==> config.mk <==
export PLATFORM = sky130hd
export DESIGN_NAME = tty_write_controller
export DESIGN_NICKNAME = d
export VERILOG_FILES = /design/src/rtl/tty_write_controller.sv
export SDC_FILE = /design/constraint.sdc
export NUM_CORES = 1
export LEC_CHECK = 0
export BUFFER_PORTS_ARGS = -buffer_cell sky130_fd_sc_hd__buf_2
export CAP_MARGIN = 30
export CORE_MARGIN = 2
export CORE_UTILIZATION = 45
export CTS_BUF_LIST = sky130_fd_sc_hd__clkbuf_4
export CTS_CLUSTER_DIAMETER = 50
export DETAILED_ROUTE_END_ITERATION = 12
export GPL_TIMING_DRIVEN = 0
export PLACE_DENSITY = 0.77
export SYNTH_ARGS = -nofsm -noshare
export SYNTH_HDL_FRONTEND = slang
export SYNTH_SLANG_ARGS = --single-unit
==> constraint.sdc <==
create_clock -name clk -period 3.2 [get_ports clk]
set_clock_uncertainty 0.2 [all_clocks]
set_input_delay 0.32 -clock clk [delete_from_list [all_inputs] [get_ports clk]]
set_output_delay 0.32 -clock clk [all_outputs]
set_load 0.01 [all_outputs]
==> src/rtl/tty_write_controller.sv <==
// Terminal write sequencer: turns an accepted byte stream into character-buffer
// cell writes and cursor moves, including row and full-screen blanking.
module tty_write_controller #(
    parameter int CHAR_HORZ_CNT  = 16,
    parameter int CHAR_VERT_CNT  = 2,
    parameter int CHAR_HORZ_W    = $clog2(CHAR_HORZ_CNT),
    parameter int CHAR_VERT_W    = $clog2(CHAR_VERT_CNT),
    parameter int CLEAR_ON_RESET = 1
) (
    input  logic                   clk,
    input  logic                   rst,
    input  logic                   in_valid,
    input  logic [7:0]             in_data,
    output logic                   in_ready,
    output logic [CHAR_HORZ_W-1:0] char_hpos,
    output logic [CHAR_VERT_W-1:0] char_vpos,
    output logic                   char_write_en,
    output logic [7:0]             char_symbol,
    output logic                   cursor_en,
    output logic [CHAR_HORZ_W-1:0] cursor_hpos,
    output logic [CHAR_VERT_W-1:0] cursor_vpos,
    output logic                   busy
);

    localparam logic [CHAR_HORZ_W-1:0] LAST_H = CHAR_HORZ_W'(CHAR_HORZ_CNT - 1);
    localparam logic [CHAR_VERT_W-1:0] LAST_V = CHAR_VERT_W'(CHAR_VERT_CNT - 1);
    localparam logic [7:0]             SPACE  = 8'h20;

    typedef enum logic [1:0] {
        IDLE,
        CLEAR_ROW,
        CLEAR_ALL
    } state_t;

    state_t                 state, state_next;
    logic [CHAR_HORZ_W-1:0] clr_h, clr_h_next;
    logic [CHAR_VERT_W-1:0] clr_v, clr_v_next;
    logic [CHAR_HORZ_W-1:0] cur_h_next;
    logic [CHAR_VERT_W-1:0] cur_v_next;
    logic                   wr_en_next;
    logic [CHAR_HORZ_W-1:0] wr_h_next;
    logic [CHAR_VERT_W-1:0] wr_v_next;
    logic [7:0]             sym_next;
    logic                   line_adv;

    assign in_ready = (state == IDLE);
    assign busy     = (state != IDLE);

    always_comb begin
        state_next = state;
        clr_h_next = clr_h;
        clr_v_next = clr_v;
        cur_h_next = cursor_hpos;
        cur_v_next = cursor_vpos;
        wr_en_next = 1'b0;
        wr_h_next  = char_hpos;
        wr_v_next  = char_vpos;
        sym_next   = char_symbol;
        line_adv   = 1'b0;

        case (state)
            IDLE: begin
                if (in_valid) begin
                    if (in_data >= 8'h20 && in_data <= 8'h7E) begin
                        wr_en_next = 1'b1;
                        wr_h_next  = cursor_hpos;
                        wr_v_next  = cursor_vpos;
                        sym_next   = in_data;
                        if (cursor_hpos == LAST_H) begin
                            cur_h_next = '0;
                            line_adv   = 1'b1;
                        end else begin
                            cur_h_next = cursor_hpos + 1'b1;
                        end
                    end else begin
                        case (in_data)
                            8'h0D: cur_h_next = '0;
                            8'h0A: begin
                                cur_h_next = '0;
                                line_adv   = 1'b1;
                            end
                            8'h08: begin
                                if (cursor_hpos != '0) begin
                                    cur_h_next = cursor_hpos - 1'b1;
                                    wr_en_next = 1'b1;
                                    wr_h_next  = cursor_hpos - 1'b1;
                                    wr_v_next  = cursor_vpos;
                                    sym_next   = SPACE;
                                end
                            end
                            8'h0C: begin
                                state_next = CLEAR_ALL;
                                cur_h_next = '0;
                                cur_v_next = '0;
                                clr_h_next = '0;
                                clr_v_next = '0;
                            end
                            default: ;
                        endcase
                    end
                    // Rows wrap instead of scrolling; the new row is blanked before accepting more input.
                    if (line_adv) begin
                        cur_v_next = (cursor_vpos == LAST_V) ? '0 : cursor_vpos + 1'b1;
                        clr_h_next = '0;
                        state_next = CLEAR_ROW;
                    end
                end
            end

            CLEAR_ROW: begin
                wr_en_next = 1'b1;
                wr_h_next  = clr_h;
                wr_v_next  = cursor_vpos;
                sym_next   = SPACE;
                if (clr_h == LAST_H) begin
                    clr_h_next = '0;
                    state_next = IDLE;
                end else begin
                    clr_h_next = clr_h + 1'b1;
                end
            end

            CLEAR_ALL: begin
                wr_en_next = 1'b1;
                wr_h_next  = clr_h;
                wr_v_next  = clr_v;
                sym_next   = SPACE;
                if (clr_h == LAST_H) begin
                    clr_h_next = '0;
                    if (clr_v == LAST_V) begin
                        clr_v_next = '0;
                        cur_h_next = '0;
                        cur_v_next = '0;
                        state_next = IDLE;
                    end else begin
                        clr_v_next = clr_v + 1'b1;
                    end
                end else begin
                    clr_h_next = clr_h + 1'b1;
                end
            end

            default: state_next = IDLE;
        endcase
    end

    always_ff @(posedge clk) begin
        if (rst) begin
            state         <= (CLEAR_ON_RESET != 0) ? CLEAR_ALL : IDLE;
            clr_h         <= '0;
            clr_v         <= '0;
            cursor_hpos   <= '0;
            cursor_vpos   <= '0;
            char_write_en <= 1'b0;
            char_hpos     <= '0;
            char_vpos     <= '0;
            char_symbol   <= '0;
            cursor_en     <= 1'b0;
        end else begin
            state         <= state_next;
            clr_h         <= clr_h_next;
            clr_v         <= clr_v_next;
            cursor_hpos   <= cur_h_next;
            cursor_vpos   <= cur_v_next;
            char_write_en <= wr_en_next;
            char_hpos     <= wr_h_next;
            char_vpos     <= wr_v_next;
            char_symbol   <= sym_next;
            cursor_en     <= (state_next == IDLE);
        end
    end

endmodule
After elaboration in Yosys (flattened, before gate mapping)
Index checks and enable logic that the tools add are counted.
{"block": "word_totals", "regBits": 27, "in_bits": 11}
{"block": "op_classes", "n_addsub": 5, "order_cmp": 2, "n_eq_ne": 19, "n_mux": 58, "n_reduce_logical": 16}
{"cell": "two-way mux 4 bit", "count": 14}
{"cell": "equality test 8 x 4 -> 1 bit (second input constant)", "count": 4}
{"cell": "two-way mux 8 bit", "count": 4}
{"cell": "one-hot mux 4 bit (2 select lines)", "count": 4}
{"cell": "two-way mux 1 bit", "count": 23}
{"cell": "one-hot mux 8 bit (2 select lines)", "count": 1}
{"cell": "two-way mux 2 bit", "count": 7}
{"cell": "AND reduction 4 bit", "count": 3}
{"cell": "AND reduction 6 bit", "count": 2}
{"cell": "!= test 3 x 1 -> 1 bit (second input constant)", "count": 3}
{"cell": "adder 4 x 1 -> 4 bit (second input constant)", "count": 2}
{"cell": "equality test 4 bit (second input constant)", "count": 2}
{"cell": "greater-or-equal comparator 8 x 6 -> 1 bit (second input constant)", "count": 1}
{"cell": "less-or-equal comparator 8 x 7 -> 1 bit (second input constant)", "count": 1}
{"cell": "!= test 2 bit (second input constant)", "count": 4}
{"cell": "one-hot mux 1 bit (2 select lines)", "count": 3}
{"cell": "one-hot mux 2 bit (3 select lines)", "count": 1}
{"cell": "nonzero test 2 bit", "count": 3}
{"cell": "AND reduction 5 bit", "count": 1}
{"cell": "zero test 2 bit", "count": 2}
{"cell": "!= test 4 x 2 -> 1 bit (second input constant)", "count": 1}
{"cell": "!= test 4 bit (second input constant)", "count": 1}
{"cell": "nonzero test 4 bit", "count": 1}
{"cell": "subtractor 4 x 1 -> 4 bit (second input constant)", "count": 1}
{"cell": "10 further kinds", "count": 11}

Logic depth before layout (Yosys ltp)
Gate-level depths: netlist of run 1.
{"block": "logic_depth", "ltp_word": 9, "ltp_mapped": 10}

Worst setup path before layout of run 1
OpenSTA, ideal clock, no wires.
{"block": "synth_timing", "path_kind": "input port to flip-flop", "start": "input in_data[5]", "end": "register char_symbol[0]", "setup_ns": 0.070, "arrival_time_ns": 2.118, "setup_slack_ns": 0.812, "path_stages": 7, "n_path_buf": 1, "cell_sequence": "or4_4 > or2_4 > o21ai_2 > a21oi_2 > buf_6 > or4b_1 > a21oi_1"}
{"block": "synth_via", "elab_chain_cells": 5, "word_cells_on_any_way": 10}
{"item": "start: declaration", "line": "13", "source": "input logic [7:0] in_data,"}
{"item": "greater-or-equal comparator 8 x 6 -> 1 bit / less-or-equal comparator 8 x 7 -> 1 bit (equally long branches)", "line": "64", "source": "if (in_data >= 8'h20 && in_data <= 8'h7E) begin"}
{"item": "logical AND 1 bit", "line": "64"}
{"item": "two-way mux 8 bit", "line": "64"}
{"item": "two-way mux 8 bit", "line": "63", "source": "if (in_valid) begin"}
{"item": "one-hot mux 8 bit (2 select lines)", "line": "61", "source": "case (state)"}
{"item": "end signal: assignment", "line": "168", "source": "char_symbol <= sym_next;"}
{"item": "end: declaration", "line": "18", "source": "output logic [7:0] char_symbol,"}
Parallel ways exist; a longest one is shown, timed or not. The select of a mux whose other input is x is not followed.
A chain may end at the register's enable or synchronous reset.

Worst setup path in the final report of run 1
{"block": "layout_timing", "start": "register cursor_hpos[0]", "end": "register char_hpos[1]"}
{"block": "layout_via", "elab_chain_cells": 6, "word_cells_on_any_way": 9}
{"item": "start: declaration", "line": "20", "source": "output logic [CHAR_HORZ_W-1:0] cursor_hpos,"}
{"item": "start signal: assignment", "line": "163", "source": "cursor_hpos <= cur_h_next;"}
{"item": "subtractor 4 x 1 -> 4 bit", "line": "86", "source": "wr_h_next = cursor_hpos - 1'b1;"}
{"item": "two-way mux 4 bit", "line": "83", "source": "if (cursor_hpos != '0) begin"}
{"item": "two-way mux 4 bit", "line": "76", "source": "case (in_data)"}
{"item": "two-way mux 4 bit", "line": "64"}
{"item": "two-way mux 4 bit", "line": "63"}
{"item": "one-hot mux 4 bit (2 select lines)", "line": "61"}
{"item": "end signal: assignment", "line": "166", "source": "char_hpos <= wr_h_next;"}
{"item": "end: declaration", "line": "15", "source": "output logic [CHAR_HORZ_W-1:0] char_hpos,"}
Parallel ways exist; a longest one is shown, timed or not. The select of a mux whose other input is x is not followed.

==> results.py, run 1 <==
metrics = {
    "timing": {
        "timing.slew.headroom_pct": 51.8,
        "finalSetupViolCount": 0,
        "fmax_mhz": 399,
        "whs_ps": 116,
        "slew_violations": 0,
        "post-route-period-util_pct": 78.3,
        "hold_viol": 0,
        "min_period_ps": 2510,
        "worstMarginPinSlew_ps": 705,
        "rsz0062_at_grt": "no",
        "fin_tns_setup_ps": 0,
    },
    "layout": {
        "ff_latch_area_um2": 541,
        "layout.cells.most_common": "buf_2",
        "final_cell_mix": "buf_2 (31), dfxtp_1 (27), a21oi_1 (19), nor2_1 (16), o21ai_0 (15)",
        "drive_above_1_share_pct": 18.5,
        "fill_cells": 313,
        "syn2layout_area_growth_pct": 15.0,
        "num_antenna_cells": 0,
        "multi_input_area_um2": 983,
        "nets": 257,
    },
    "setup_path": {
        "critPathMaxFanout": 10,
        "cp_common_cell": "inv_1",
        "critical_path_class": "flip-flop to flip-flop",
        "r2r_cells": 10,
        "cp-start-kind": "flip-flop",
        "worstSetupEndpointType": "flip-flop",
        "cp_data_required_time_ps": 3280,
        "critical_path_buf_inv_count": 4,
        "cp_cell_sequence": "inv_1, ha_1, inv_1, o31ai_1, o21ai_2, a21oi_2, buf_6, clkbuf_1, o21ai_0, a21oi_1",
        "cpPeakStageDelay_ps": 390,
        "cpMaxStageDelayCell": "dfxtp_1",
        "timing.reg2reg.setup_slack_ps": 690,
        "critical_path_arrival_ps": 2590,
        "rr_endpoint": "char_hpos[1]",
        "rr_startpoint": "cursor_hpos[0]",
        "crit_family": "compound AO/OA/AOI/OAI gates",
    },
    "place": {
        "place_hpwl_mm": 2.95,
        "io_buffers": 31,
        "routabilityCongestion": 0.856,
    },
    "yosys": {
        "syn_inst": 203,
        "synth_top_family_by_area": "compound AO/OA/AOI/OAI gates",
        "synth-xor-area-share_pct": 1.62,
        "syn_area_per_cell_um2": 7.99,
        "synthMuxAreaShare_pct": 1.23,
        "synth_compound_area_share_pct": 28.8,
        "async_flop_share_pct": 0,
        "ys_warn_count": 0,
        "synth-seq-cells": 27,
        "synth-edff-count": 0,
        "synth-simple-area-share_pct": 23.6,
        "synthAdderAreaFrac_pct": 5.40,
        "syn_nets": 221,
        "synth_cell_types": 53,
        "netlist_area_um2": 1620,
        "yosys_most_used_dff": "dfxtp_1",
        "yosysSeqAreaShare_pct": 33.3,
    },
    "clocking": {
        "clockRootBuffer": "clkbuf_4",
        "post-cts-setup-buffers": 0,
        "ctsHtreeMaxLevel": 1,
        "cts_tree": "done",
        "ctsResizeCount": 0,
        "cts_buffers": 3,
        "path_clk_slew_ps": 150,
        "clk_latency_ps": 340,
        "cts_hold_buf": 0,
        "clockBufferDepth": 2,
        "clock_sinks": 27,
    },
    "floorplanning": {
        "io-pin-count": 33,
        "die_area_um2": 4100,
        "initial_core_util_pct": 47.8,
        "coreArea_um2": 3390,
        "num_rows": 21,
        "die_h_um": 64.0,
        "die_w_um": 64.0,
    },
    "route": {
        "antenna_left": 0,
        "routed.top_layer": "met4",
        "met2_length_mm": 1.81,
        "wl_met1_mm": 1.77,
        "drtIter0Drc": 96,
        "dr.pass1.iters": 4,
        "vias": 1585,
        "met3WireLength_um": 189,
        "post_drt_via_cell_ratio": 5.58,
        "routed_wl_mm": 3.80,
        "wl_per_cell_um": 13.4,
        "drc": 0,
    },
    "outcome": {
        "outcome": "finished, final reports clean",
    },
    "power": {
        "ir_drop_uv": 227,
        "p_leak_nw": 0.791,
        "powerDensity_nw_per_um2": 487,
    },
    "hold_path": {
        "min-delay-start": "in_data[4]",
        "whs_endpoint": "char_symbol[4]",
        "hold_class": "input pin to flip-flop",
        "min_path_cells": 3,
    },
    "global_routing": {
        "grt_pass1_wl_mm": 6.38,
        "antenna_found_initial": 0,
        "grt_max_degree": 17,
        "grt_pass1_vias": 1413,
        "grt_usage_pct": 19.4,
        "grt_overflow": 0,
    },
    "run": {
        "max_cap_violations": 0,
    },
}
==> final cells by class <==
| cell class | instances | area share (%) |
|---|---|---|
| well taps | 46 | 3.09 |
| flip-flops and latches | 27 | 29.0 |
| inverters | 11 | 2.21 |
| plain buffers | 13 | 3.02 |
| clock buffers | 3 | 1.21 |
| repair buffers | 31 | 8.32 |
| multi-input cells | 152 | 52.8 |
| clock inverters | 1 | 0.403 |
==> cells by family after synthesis <==
logic type / count (synthesis)
AO/OA/AOI/OAI: 71
XOR/XNOR: 3
adder cells (fa/ha/maj): 7
buffers and inverters: 24
flip-flops: 27
multiplexers: 2
AND/OR/NAND/NOR: 69
==> worst max-delay path by stage <==
stage / from / endpoint / slack [ps] / depth (start not counted)
2_1_floorplan: in_data[5] / char_symbol[0] / 810 / 7
3_3_place_gp: in_data[5] / char_hpos[0] / 480 / 8
3_5_place_dp: in_data[5] / char_hpos[0] / 480 / 8
4_1_cts: cursor_hpos[0] / char_hpos[1] / 680 / 10
5_1_grt: cursor_hpos[0] / char_symbol[0] / 450 / 10
6_report: cursor_hpos[0] / char_hpos[1] / 690 / 10
==> flip-flops by register name (all words and copies together) (netlist names) <==
register,cells
char_vpos,1
clr_v,1
cursor_vpos,1
char_symbol,8
cursor_en,1
state,2
cursor_hpos,4
clr_h,4
char_write_en,1
char_hpos,4
==> stage by stage <==
step | power, mW | area (um^2) | cells | worst slack (ps) | util (%)
after CTS | 0.912 | 1860 | 284 | 676 | 55.0
final | 0.908 | 1860 | 284 | 695 | 55.0
after floorplan | 0.653 | 1620 | 203 | 812 | -
after detailed placement | 0.756 | 1830 | 280 | 477 | 54.1
after global placement | 0.753 | 1830 | 280 | 481 | 54.1
after global routing | 0.967 | 1860 | 284 | 447 | 55.0
==> per-layer routing <==
layer | track usage [%] | up-vias
met5 | 0 | -
met4 | 4.89 | 0
met3 | 3.87 | 4
met2 | 32.7 | 37
met1 | 25.3 | 723
li1 | - | 821
==> power by group <==
| part | internal, mW | switching, mW | leakage, nW | total [mW] |
|---|---|---|---|---|
| Sequential | 0.376 | 0.0241 | 0.220 | 0.400 |
| Combinational | 0.139 | 0.212 | 0.557 | 0.351 |
| Clock | 0.0482 | 0.109 | 0.0139 | 0.157 |
==> synth_stat cells, drive strengths merged, types with 2 or more instances <==
cell | n | share of area, %
a21o | 3 | 1.4
buf | 2 | 0.93
nor2 | 16 | 3.7
mux2i | 2 | 1.2
or2 | 3 | 1.3
or4 | 2 | 1.2
dfxtp | 27 | 33
o21ai | 16 | 5.2
o41ai | 2 | 1.1
nand2b | 6 | 2.3
o22ai | 2 | 0.77
a211o | 2 | 1.1
ha | 7 | 5.4
nor2b | 2 | 0.77
clkbuf | 11 | 2.5
nand2 | 14 | 3.2
or3 | 3 | 1.2
a211oi | 4 | 1.9
xnor2 | 3 | 1.6
o21a | 2 | 0.93
inv | 11 | 2.5
a21oi | 20 | 6.4
nand3 | 5 | 1.5
o31ai | 2 | 0.93
a31oi | 4 | 1.5
nor4 | 2 | 0.77
and3 | 2 | 0.77
nor3 | 4 | 1.2
a311oi | 2 | 1.1
or4b | 5 | 3.1
==> tightest hold or removal path: cells and delay by family <==
family | cells | cell delay, ps
simple gates | 1 | 150
buf+inv | 1 | 110
compound gates | 1 | 50
(Power assumes the default switching activity.)
==> run 2: changes to the inputs <==
--- a/config.mk
+++ b/config.mk
@@ -5,6 +5,7 @@
 export SDC_FILE = /design/constraint.sdc
 export NUM_CORES = 1
 export LEC_CHECK = 0
+export ABC_AREA = 1
 export BUFFER_PORTS_ARGS = -buffer_cell sky130_fd_sc_hd__buf_2
 export CAP_MARGIN = 30
 export CORE_MARGIN = 2
==> constraint.sdc (replaced) <==
create_clock -name clk -period 2.57 [get_ports clk]
set_clock_uncertainty 0.2 [all_clocks]
set_input_delay 0.257 -clock clk [delete_from_list [all_inputs] [get_ports clk]]
set_output_delay 0.257 -clock clk [all_outputs]
set_load 0.01 [all_outputs]
==> run 2 against run 1 <==
  * Global-route usage grew 0.59 points
  * Largest power group is now combinational cells
  * Highest routed layer unchanged
  * Fmax is 17% higher
  * Worst setup slack worse by 270 ps
  * Clock-buffer cell count rose by 1
  * Clock power is 25% higher
  * Final area is 6.4% higher
  * Critical endpoint is now char_hpos[3]
==> results.py, run 2 <==
metrics = {
    "yosys": {
        "yosys_most_used_dff": "dfxtp_1",
        "syn_nets": 276,
        "synth-seq-cells": 27,
        "yosysMostFrequentCell": "nand2_1",
        "synth_compound_area_share_pct": 13.3,
        "synth-xor-area-share_pct": 1.02,
        "netlist_area_um2": 1710,
        "ys_warn_count": 0,
        "yosysTopAreaCellShare_pct": 31.6,
        "async_flop_share_pct": 0,
        "synth_area_leaders": "dfxtp_1 (32%), nand2_1 (14%), nor2_1 (8.5%), ha_1 (5.1%), inv_1 (4.8%)",
        "syn_area_per_cell_um2": 6.64,
        "yosysTopAreaCell": "dfxtp_1",
        "synth_top_family_by_area": "simple AND/OR/NAND/NOR gates",
        "synth_cell_types": 30,
        "synthMuxAreaShare_pct": 0,
        "synth-edff-count": 0,
        "synth-simple-area-share_pct": 39.3,
        "syn_inst": 258,
        "synthTopCellsByCount": "nand2_1 (62), nor2_1 (39), dfxtp_1 (27)",
        "yosysSeqAreaShare_pct": 31.6,
        "synthAdderAreaFrac_pct": 5.11,
    },
    "timing": {
        "fmax_mhz": 466,
        "post-route-period-util_pct": 83.6,
        "worstMarginPinSlew_ps": 617,
        "finalSetupViolCount": 0,
        "hold_viol": 0,
        "slew_violations": 0,
        "min_period_ps": 2150,
        "rsz0062_at_grt": "no",
        "fin_tns_setup_ps": 0,
        "timing.slew.headroom_pct": 58.9,
    },
    "setup_path": {
        "critical_path_class": "flip-flop to flip-flop",
        "worstSetupEndpointType": "flip-flop",
        "cpPeakStageDelay_ps": 430,
        "cp-start-kind": "flip-flop",
        "critPathMaxFanout": 10,
        "timing.reg2reg.setup_slack_ps": 420,
        "crit_family": "simple AND/OR/NAND/NOR gates",
        "critical_path_buf_inv_count": 3,
        "cp_cell_sequence": "inv_1, ha_1, inv_2, nor2_1, nor2_1, nand2_4, buf_12, nor3_1, nor2_1",
        "r2r_cells": 9,
        "cp_common_cell": "nor2_1",
        "cpMaxStageDelayCell": "dfxtp_1",
        "cp_data_required_time_ps": 2600,
        "rr_endpoint": "char_hpos[3]",
        "rr_startpoint": "state[0]",
        "critical_path_arrival_ps": 2180,
    },
    "clocking": {
        "post-cts-setup-buffers": 0,
        "clockRootBuffer": "clkbuf_4",
        "path_clk_slew_ps": 140,
        "clock_sinks": 27,
        "cts_tree": "done",
        "clockBufferDepth": 2,
        "ctsHtreeMaxLevel": 1,
        "cts_buffers": 3,
        "ctsResizeCount": 0,
        "clk_latency_ps": 330,
    },
    "route": {
        "antenna_left": 0,
        "vias": 1732,
        "wl_per_cell_um": 11.5,
        "dr.pass1.iters": 4,
        "routed_wl_mm": 3.97,
        "post_drt_via_cell_ratio": 5.03,
        "drtIter0Drc": 87,
        "drc": 0,
    },
    "floorplanning": {
        "initial_core_util_pct": 46.8,
        "num_rows": 22,
        "io-pin-count": 33,
        "die_h_um": 65.7,
        "die_w_um": 65.7,
        "coreArea_um2": 3660,
        "die_area_um2": 4320,
    },
    "run": {
        "max_cap_violations": 0,
    },
    "layout": {
        "num_antenna_cells": 0,
        "final_cell_mix": "nand2_1 (62), nor2_1 (39), buf_2 (32), dfxtp_1 (27), inv_1 (22)",
        "syn2layout_area_growth_pct": 15.8,
        "drive_above_1_share_pct": 24.7,
        "regMostFlops": "char_symbol",
        "largest_reg_flops": 8,
        "finalNonFillerCells": 344,
        "nets": 315,
        "layout.cells.most_common": "nand2_1",
    },
    "place": {
        "io_buffers": 32,
        "place_inst": 338,
        "routabilityCongestion": 0.899,
        "place_hpwl_mm": 3.09,
    },
    "hold_path": {
        "min-delay-start": "in_data[6]",
        "min_path_cells": 3,
        "whs_endpoint": "char_symbol[6]",
        "hold_class": "input pin to flip-flop",
    },
    "global_routing": {
        "grt_usage_pct": 20.0,
        "grt_max_degree": 15,
        "antenna_found_initial": 0,
        "grt_overflow": 0,
        "grt_pass1_wl_mm": 6.78,
        "grt_pass1_vias": 1544,
    },
    "power": {
        "p_leak_nw": 0.955,
        "powerDensity_nw_per_um2": 743,
        "ir_drop_uv": 518,
    },
    "outcome": {
        "outcome": "finished, final reports clean",
    },
}
==> run 2: how the worst max path moves through the flow <==
| stage | start | endpoint | slack, ps | cells after the start |
|---|---|---|---|---|
| 3_5_place_dp | state[0] | char_hpos[3] | 480 | 9 |
| 3_3_place_gp | state[0] | char_hpos[3] | 520 | 9 |
| 4_1_cts | state[0] | char_hpos[3] | 450 | 9 |
| 6_report | state[0] | char_hpos[3] | 420 | 9 |
| 5_1_grt | state[0] | char_hpos[3] | 270 | 9 |
| 2_1_floorplan | state[0] | char_hpos[3] | 660 | 9 |
==> run 2: logic make-up (layout without fill, tap and decap cells) <==
family                   count (synthesis)  count (layout)
flip-flops                              27              27
AO/OA/AOI/OAI                           40              40
AND/OR/NAND/NOR                        146             146
XOR/XNOR                                 2               2
adder cells (fa/ha/maj)                  7               7
buffers and inverters                   36              74
==> run 2: worst register-to-register path, stage by stage (launching register included) <==
cell and delay, ps:
dfxtp_1 430, inv_1 100, ha_1 310, inv_2 140
nor2_1 70, nor2_1 230, nand2_4 110, buf_12 150
nor3_1 260, nor2_1 70
==> run 2: per-stage QoR <==
step | utilization, % | worst slack [ps] | instance area (um^2) | power [mW] | hold slack [ps]
CTS | 54.2 | 446 | 1980 | 1.48 | 6.49
floorplan | - | 664 | 1710 | 1.09 | 126
global route | 54.2 | 267 | 1980 | 1.60 | 2.55
global placement | 52.8 | 517 | 1930 | 1.27 | 233
finish | 54.2 | 423 | 1980 | 1.47 | 13.1
detailed placement | 52.8 | 481 | 1930 | 1.28 | 238
==> run 2: cell type report <==
| cell class | instances | area (um^2) |
|---|---|---|
| Fill cell | 358 | 1680 |
| Multi-Input combinational cell | 195 | 1010 |
| Sequential cell | 27 | 541 |
| Timing Repair Buffer | 34 | 180 |
| Inverter | 30 | 115 |
| Tap cell | 48 | 60.1 |
| Buffer | 6 | 51.3 |
| Clock buffer | 4 | 30.0 |
==> run 2: routing by layer <==
layer / global-route usage (%) / up-vias / wire length [um]
li1: - / 905 / -
met1: 26.0 / 791 / 1850
met2: 34.0 / 34 / 1890
met3: 4.45 / 2 / 219
met4: 3.91 / 0 / 18
met5: 0 / - / 0
==> run 2: repair_timing <==
action,CTS,global route
hold buffers,2,0
hold endpoints to repair,4,0
setup endpoints to repair,0,0
==> run 2: report_power, final <==
part / switching (mW) / leakage, nW / total, mW / internal [mW]
logic: 0.448 / 0.716 / 0.721 / 0.273
clock network: 0.124 / 0.0184 / 0.196 / 0.0714
registers: 0.0600 / 0.221 / 0.557 / 0.497
total: 0.632 / 0.955 / 1.47 / 0.842
